### config.mk
export PLATFORM = sky130hd
export DESIGN_NAME = fpga_state_transmitter
export DESIGN_NICKNAME = d
export VERILOG_FILES = /design/src/rtl/fpga_state_transmitter.sv
export SDC_FILE = /design/constraint.sdc
export NUM_CORES = 1
export LEC_CHECK = 0
export CORE_MARGIN = 5
export CORE_UTILIZATION = 45
export DETAILED_ROUTE_END_ITERATION = 7
export GPL_ROUTABILITY_DRIVEN = 0
export PLACE_DENSITY = 0.83
export SLEW_MARGIN = 20
export SYNTH_ARGS = -nofsm -noshare
export SYNTH_HDL_FRONTEND = slang
export SYNTH_SLANG_ARGS = --single-unit
export TNS_END_PERCENT = 100
### constraint.sdc
create_clock -name clk_pixel_in -period 2.54 [get_ports clk_pixel_in]
set_clock_uncertainty 0.05 [all_clocks]
set_input_delay 0.381 -clock clk_pixel_in [delete_from_list [all_inputs] [get_ports clk_pixel_in]]
set_output_delay 0.381 -clock clk_pixel_in [all_outputs]
set_load 0.01 [all_outputs]
### src/rtl/fpga_state_transmitter.sv
// Assembles the local game-state frame and shifts it MSB first to the opponent board,
// while forwarding each new location straight to the local renderer.
module fpga_state_transmitter #(
  parameter int DATA_WIDTH = 89,
  parameter int LOC_WIDTH  = 63,
  parameter int CLK_DIV    = 50
) (
  input  logic                  clk_pixel_in,
  input  logic                  rst_in,
  input  logic [DATA_WIDTH-1:0] old_player_data_in,
  input  logic                  player_scored_in,
  input  logic                  old_player_data_in_valid,
  input  logic [LOC_WIDTH-1:0]  location_in,
  input  logic                  location_in_valid,
  output logic                  data_out,
  output logic                  data_clk_out,
  output logic                  sel_out,
  output logic [LOC_WIDTH-1:0]  location_out,
  output logic                  location_out_valid
);

  localparam int STAT_W   = 3;
  localparam int TAIL_W   = DATA_WIDTH - LOC_WIDTH - STAT_W;
  localparam int BIT_TIME = 2 * CLK_DIV;
  localparam int CNT_W    = $clog2(BIT_TIME + 1);
  localparam int BIT_W    = $clog2(DATA_WIDTH);

  typedef enum logic [1:0] {IDLE, LOAD, SHIFT, GUARD} state_t;

  state_t                     state_q, state_d;
  logic [STAT_W+TAIL_W-1:0]   rec_q;
  logic [LOC_WIDTH-1:0]       loc_q;
  logic                       pending_q;
  logic [DATA_WIDTH-1:0]      shreg_q;
  logic [CNT_W-1:0]           cnt_q;
  logic [BIT_W-1:0]           bit_q;
  logic [DATA_WIDTH-1:0]      frame;
  logic                       set_pending;
  logic                       take;
  logic                       bit_end;
  logic                       rec_loc_unused;

  // The record's own location field is superseded by the bounding-box location.
  assign rec_loc_unused = ^old_player_data_in[DATA_WIDTH-STAT_W-1:TAIL_W];

  assign frame       = {rec_q[STAT_W+TAIL_W-1 -: STAT_W], loc_q, rec_q[TAIL_W-1:0]};
  assign set_pending = location_in_valid | (old_player_data_in_valid & player_scored_in);
  assign take        = (state_q == IDLE) & pending_q;
  assign bit_end     = (cnt_q == CNT_W'(BIT_TIME - 1));

  always_comb begin
    state_d = state_q;
    case (state_q)
      IDLE:    if (pending_q) state_d = LOAD;
      LOAD:    state_d = SHIFT;
      SHIFT:   if (bit_end && bit_q == BIT_W'(DATA_WIDTH - 1)) state_d = GUARD;
      GUARD:   if (cnt_q == CNT_W'(CLK_DIV - 1)) state_d = IDLE;
      default: state_d = IDLE;
    endcase
  end

  always_ff @(posedge clk_pixel_in) begin
    if (rst_in) begin
      state_q            <= IDLE;
      pending_q          <= 1'b0;
      rec_q              <= '0;
      loc_q              <= '0;
      location_out       <= '0;
      location_out_valid <= 1'b0;
      shreg_q            <= '0;
      cnt_q              <= '0;
      bit_q              <= '0;
    end else begin
      state_q            <= state_d;
      location_out_valid <= location_in_valid;
      pending_q          <= set_pending | (pending_q & ~take);
      if (location_in_valid) begin
        loc_q        <= location_in;
        location_out <= location_in;
      end
      if (old_player_data_in_valid)
        rec_q <= {old_player_data_in[DATA_WIDTH-1 -: STAT_W], old_player_data_in[TAIL_W-1:0]};
      case (state_q)
        IDLE: begin
          // Frame is snapshotted here so later strobes never disturb it.
          if (pending_q) begin
            shreg_q <= frame;
            cnt_q   <= '0;
            bit_q   <= '0;
          end
        end
        LOAD: cnt_q <= '0;
        SHIFT: begin
          if (bit_end) begin
            cnt_q <= '0;
            if (bit_q != BIT_W'(DATA_WIDTH - 1)) begin
              bit_q   <= bit_q + BIT_W'(1);
              shreg_q <= shreg_q << 1;
            end
          end else begin
            cnt_q <= cnt_q + CNT_W'(1);
          end
        end
        GUARD: cnt_q <= cnt_q + CNT_W'(1);
        default: cnt_q <= '0;
      endcase
    end
  end

  assign sel_out      = ~((state_q == LOAD) || (state_q == SHIFT));
  assign data_out     = ~sel_out & shreg_q[DATA_WIDTH-1];
  assign data_clk_out = (state_q == SHIFT) && (cnt_q >= CNT_W'(CLK_DIV));

endmodule

==> results.md <==
* Status: finished, final reports clean
* Synth Flop Type: dfxtp_1
* Global-route wire length before repair at 31,700 um
* Finish-stage setup viols at 0
* Area fraction in and, or, nand and nor cells after synthesis at 7.45%
* GR Util All Layers at 17.5%
* Post-synthesis cell area at ~8300 um2
* Max_slew headroom at between 50% and 60%
* Gr busiest metal: met2
* Fmax at 421 MHz
* Largest stage delay on the critical path at approximately 0.47 ns
* CTS Root Cell: clkbuf_16
* Mux cell area share after synthesis at 22.5%
* Final period utilization at between 90 and 100%
* Inst Count DP at between 1,000 and 1,500
* Initial antenna violation count at 0
* Maxcap violations at 0
* CP required at approximately 2.1 ns
* Mapped Cells at approximately 830
* P per Cell Area at 938 nW/um2
* Post-synth EDFFs at 0
* Core box area at between 15,000 and 20,000 um2
* Starting density of the core at a little under half
* Max clock buf depth at 2
* TritonCTS clock tree: done
* Die height at around 150 um
* Met3 Use GR at under 10%
* DR DRC count at 0
* Post-synthesis compound-gate area fraction at between 15 and 20%
* Fillers at between 1,500 and 2,000
* Hold WS at about 0.31 ns
* Fin nets at about 1,100
* GR Overflow Total at 0
* Commonest non-fill, non-tap cell in the layout: dfxtp_1
* FF+latch count, synth at 196
* DRT antenna net count at 0
* XOR/XNOR share of the synthesized area at 0.530%
* CTS hold repair buffers at 0
* H-tree depth at 4
* Fraction of the mapped netlist area in adder cells at under 10%
* Number of vias in the routed layout at between 6,000 and 7,000
* Final critical-path required period at between 2 and 2.5 ns
* Final WL at between 15,000 and 20,000 um
* Total CTS buffers at 17
* Area growth, synth to finish at 28.4%
* Synth top area share at between 40% and 50%
* Synth area leaders: dfxtp_1 (47%), mux2i_1 (22%), a211oi_1 (8.4%)
* Register area share after synthesis at 47.5%
* VDD IR max at approximately 0.00058 V
* Die area at 21,200 um2
* Vias in the first global route at about 6,200
* I/O Buffers at between 150 and 200
* Leading area contributor after synthesis: dfxtp_1
* Largest net degree at the start of global routing at around 80
* Met1 Use GR at between 20% and 30%
* RSZ-0062 raised after global routing: false
* Syn Area/Cell at 10.0 um2
* Clock Sink Count at 196
* CP Class: register to primary output
* Leakage at ~0.0039 uW
* CP endpoint kind: primary output
* Pins Over Slew Limit at 0
* Ys Warns at 0
* CP cell instances: inv_1, ha_1, nor2_1, a21oi_1, o21a_1, clkdlybuf4s50_1
* Synthesized Nets at between 900 and 1,000
* Arr. time, crit path at ~2 ns
* Slew @ Worst Pin at 0.726 ns
* Aggregate negative setup slack at 0 ns
* Core Rows at 49
* Critical Path Fanout Max at 6
* Post-CTS Setup Inserts at 0
* Hold crit path type: input pin to register
* Post-DR wirelength/cell at 15.7 um
* Initial DRT Pass Iterations at 4
* Fin. Hold Viols at 0
* CP Launch Type: register
* Slowest-stage cell, CP: clkdlybuf4s50_1
* Commonest non-fill, non-tap cells in the layout: dfxtp_1 (196), mux2i_1 (183), clkdlybuf4s50_1 (158)
* ANT cells at 0
* Vias per inst at 5.38
* DR iter-0 viols at 356
* Ratio of cells with drive above 1 in the final layout at around 6.2%
* Clock Pin Slew Worst Setup and Hold Paths at ~0.070 ns
* Post-CTS Resized at 0
* Share of flip-flops with an asynchronous set or reset at 0%
* Die width at approximately 150 um
* Worst skew pair latency at around 0.43 ns
* Dpl hpwl at ~12,000 um
* Unique masters post-synth at 43
* I/O pin cnt at around 220
* Grt met2 use at a little over a quarter
* Largest family of logic cells by synthesized area: multiplexers
* Layout Cells excl Fill at around 1,200
[worst max-delay path, delay by kind of cell (launching register included)]
| kind | cells | cell delay (ns) |
|---|---|---|
| fa+ha+maj | 1 | 0.20 |
| flops | 1 | 0.42 |
| buf+inv | 2 | 0.54 |
| simple gates | 1 | 0.10 |
| compound gates | 2 | 0.26 |
[layout make-up]
cell class,count,area [um2],share of cell area [%]
clock buffer,19,443,4.17
sequential,196,3920,37.0
multi-input combinational,545,3980,37.5
clock inverter,13,141,1.33
timing repair buffer,178,1800,16.9
tap,229,287,2.70
inverter,12,45.0,0.424
[Yosys cell counts (2+ instances only)]
cell	instances
buf_6	3
mux2i_1	183
xnor2_1	2
nor4_1	2
xor2_1	3
and3_1	2
dfxtp_1	196
nand2b_1	7
clkbuf_1	30
a21oi_1	94
buf_4	3
o21ai_0	3
o21a_1	2
buf_2	29
buf_1	8
a31o_2	2
nand2_1	15
inv_1	12
nor2b_1	3
nand3_1	4
a211o_1	3
ha_1	9
nor2_1	97
and2_1	2
nand4_1	3
a211oi_1	92
[worst paths after layout]
| path | from | to | slack, ns | cells past startpoint |
|---|---|---|---|---|
| min | rst_in | rec_q[25] | 0.31 | 2 |
| max reg2reg | bit_q[1] | shreg_q[53] | 0.26 | 7 |
| min reg2reg | bit_q[4] | bit_q[4] | 0.41 | 2 |
| max | cnt_q[0] | data_clk_out | 0.16 | 6 |
[state kept, by name, summed over array words and instances, names as in the netlist]
register            count
shreg_q                89
loc_q                  63
rec_q                  26
bit_q                   7
cnt_q                   7
state_q                 2
location_out_valid      1
pending_q               1
[routing by layer]
metal	up-vias	part of all wire (%)	routed length (um)
met5	-	0	0
met4	0	1.4	261
met3	21	5.0	944
met2	150	46	8710
met1	3021	47	8820
li1	3221	-	-
[power breakdown]
group          leakage [uW]  switching (uW)  internal [uW]  total [uW]
clock              0.000286            1240           1420        2650
sequential          0.00161             379           3740        4120
combinational       0.00199            1730           1450        3180
[through the flow]
step | total power [uW] | setup slack (ns) | utilization (%) | cell area [um2]
after floorplan | 6510 | 0.528 | - | 8270
after global routing | 10600 | 0.0410 | 58.9 | 10600
after global placement | 7270 | 0.334 | 55.7 | 10000
final | 9960 | 0.163 | 58.9 | 10600
after detailed placement | 7370 | 0.293 | 55.7 | 10000
after CTS | 10000 | 0.110 | 58.9 | 10600
[kinds of logic after synthesis]
group,after synthesis
AND/OR/NAND/NOR,142
AO/OA/AOI/OAI,204
buffers and inverters,85
XOR/XNOR,5
multiplexers,185
flip-flops,196
adder cells (fa/ha/maj),9
Note: power is estimated with default switching activity, not from simulation.
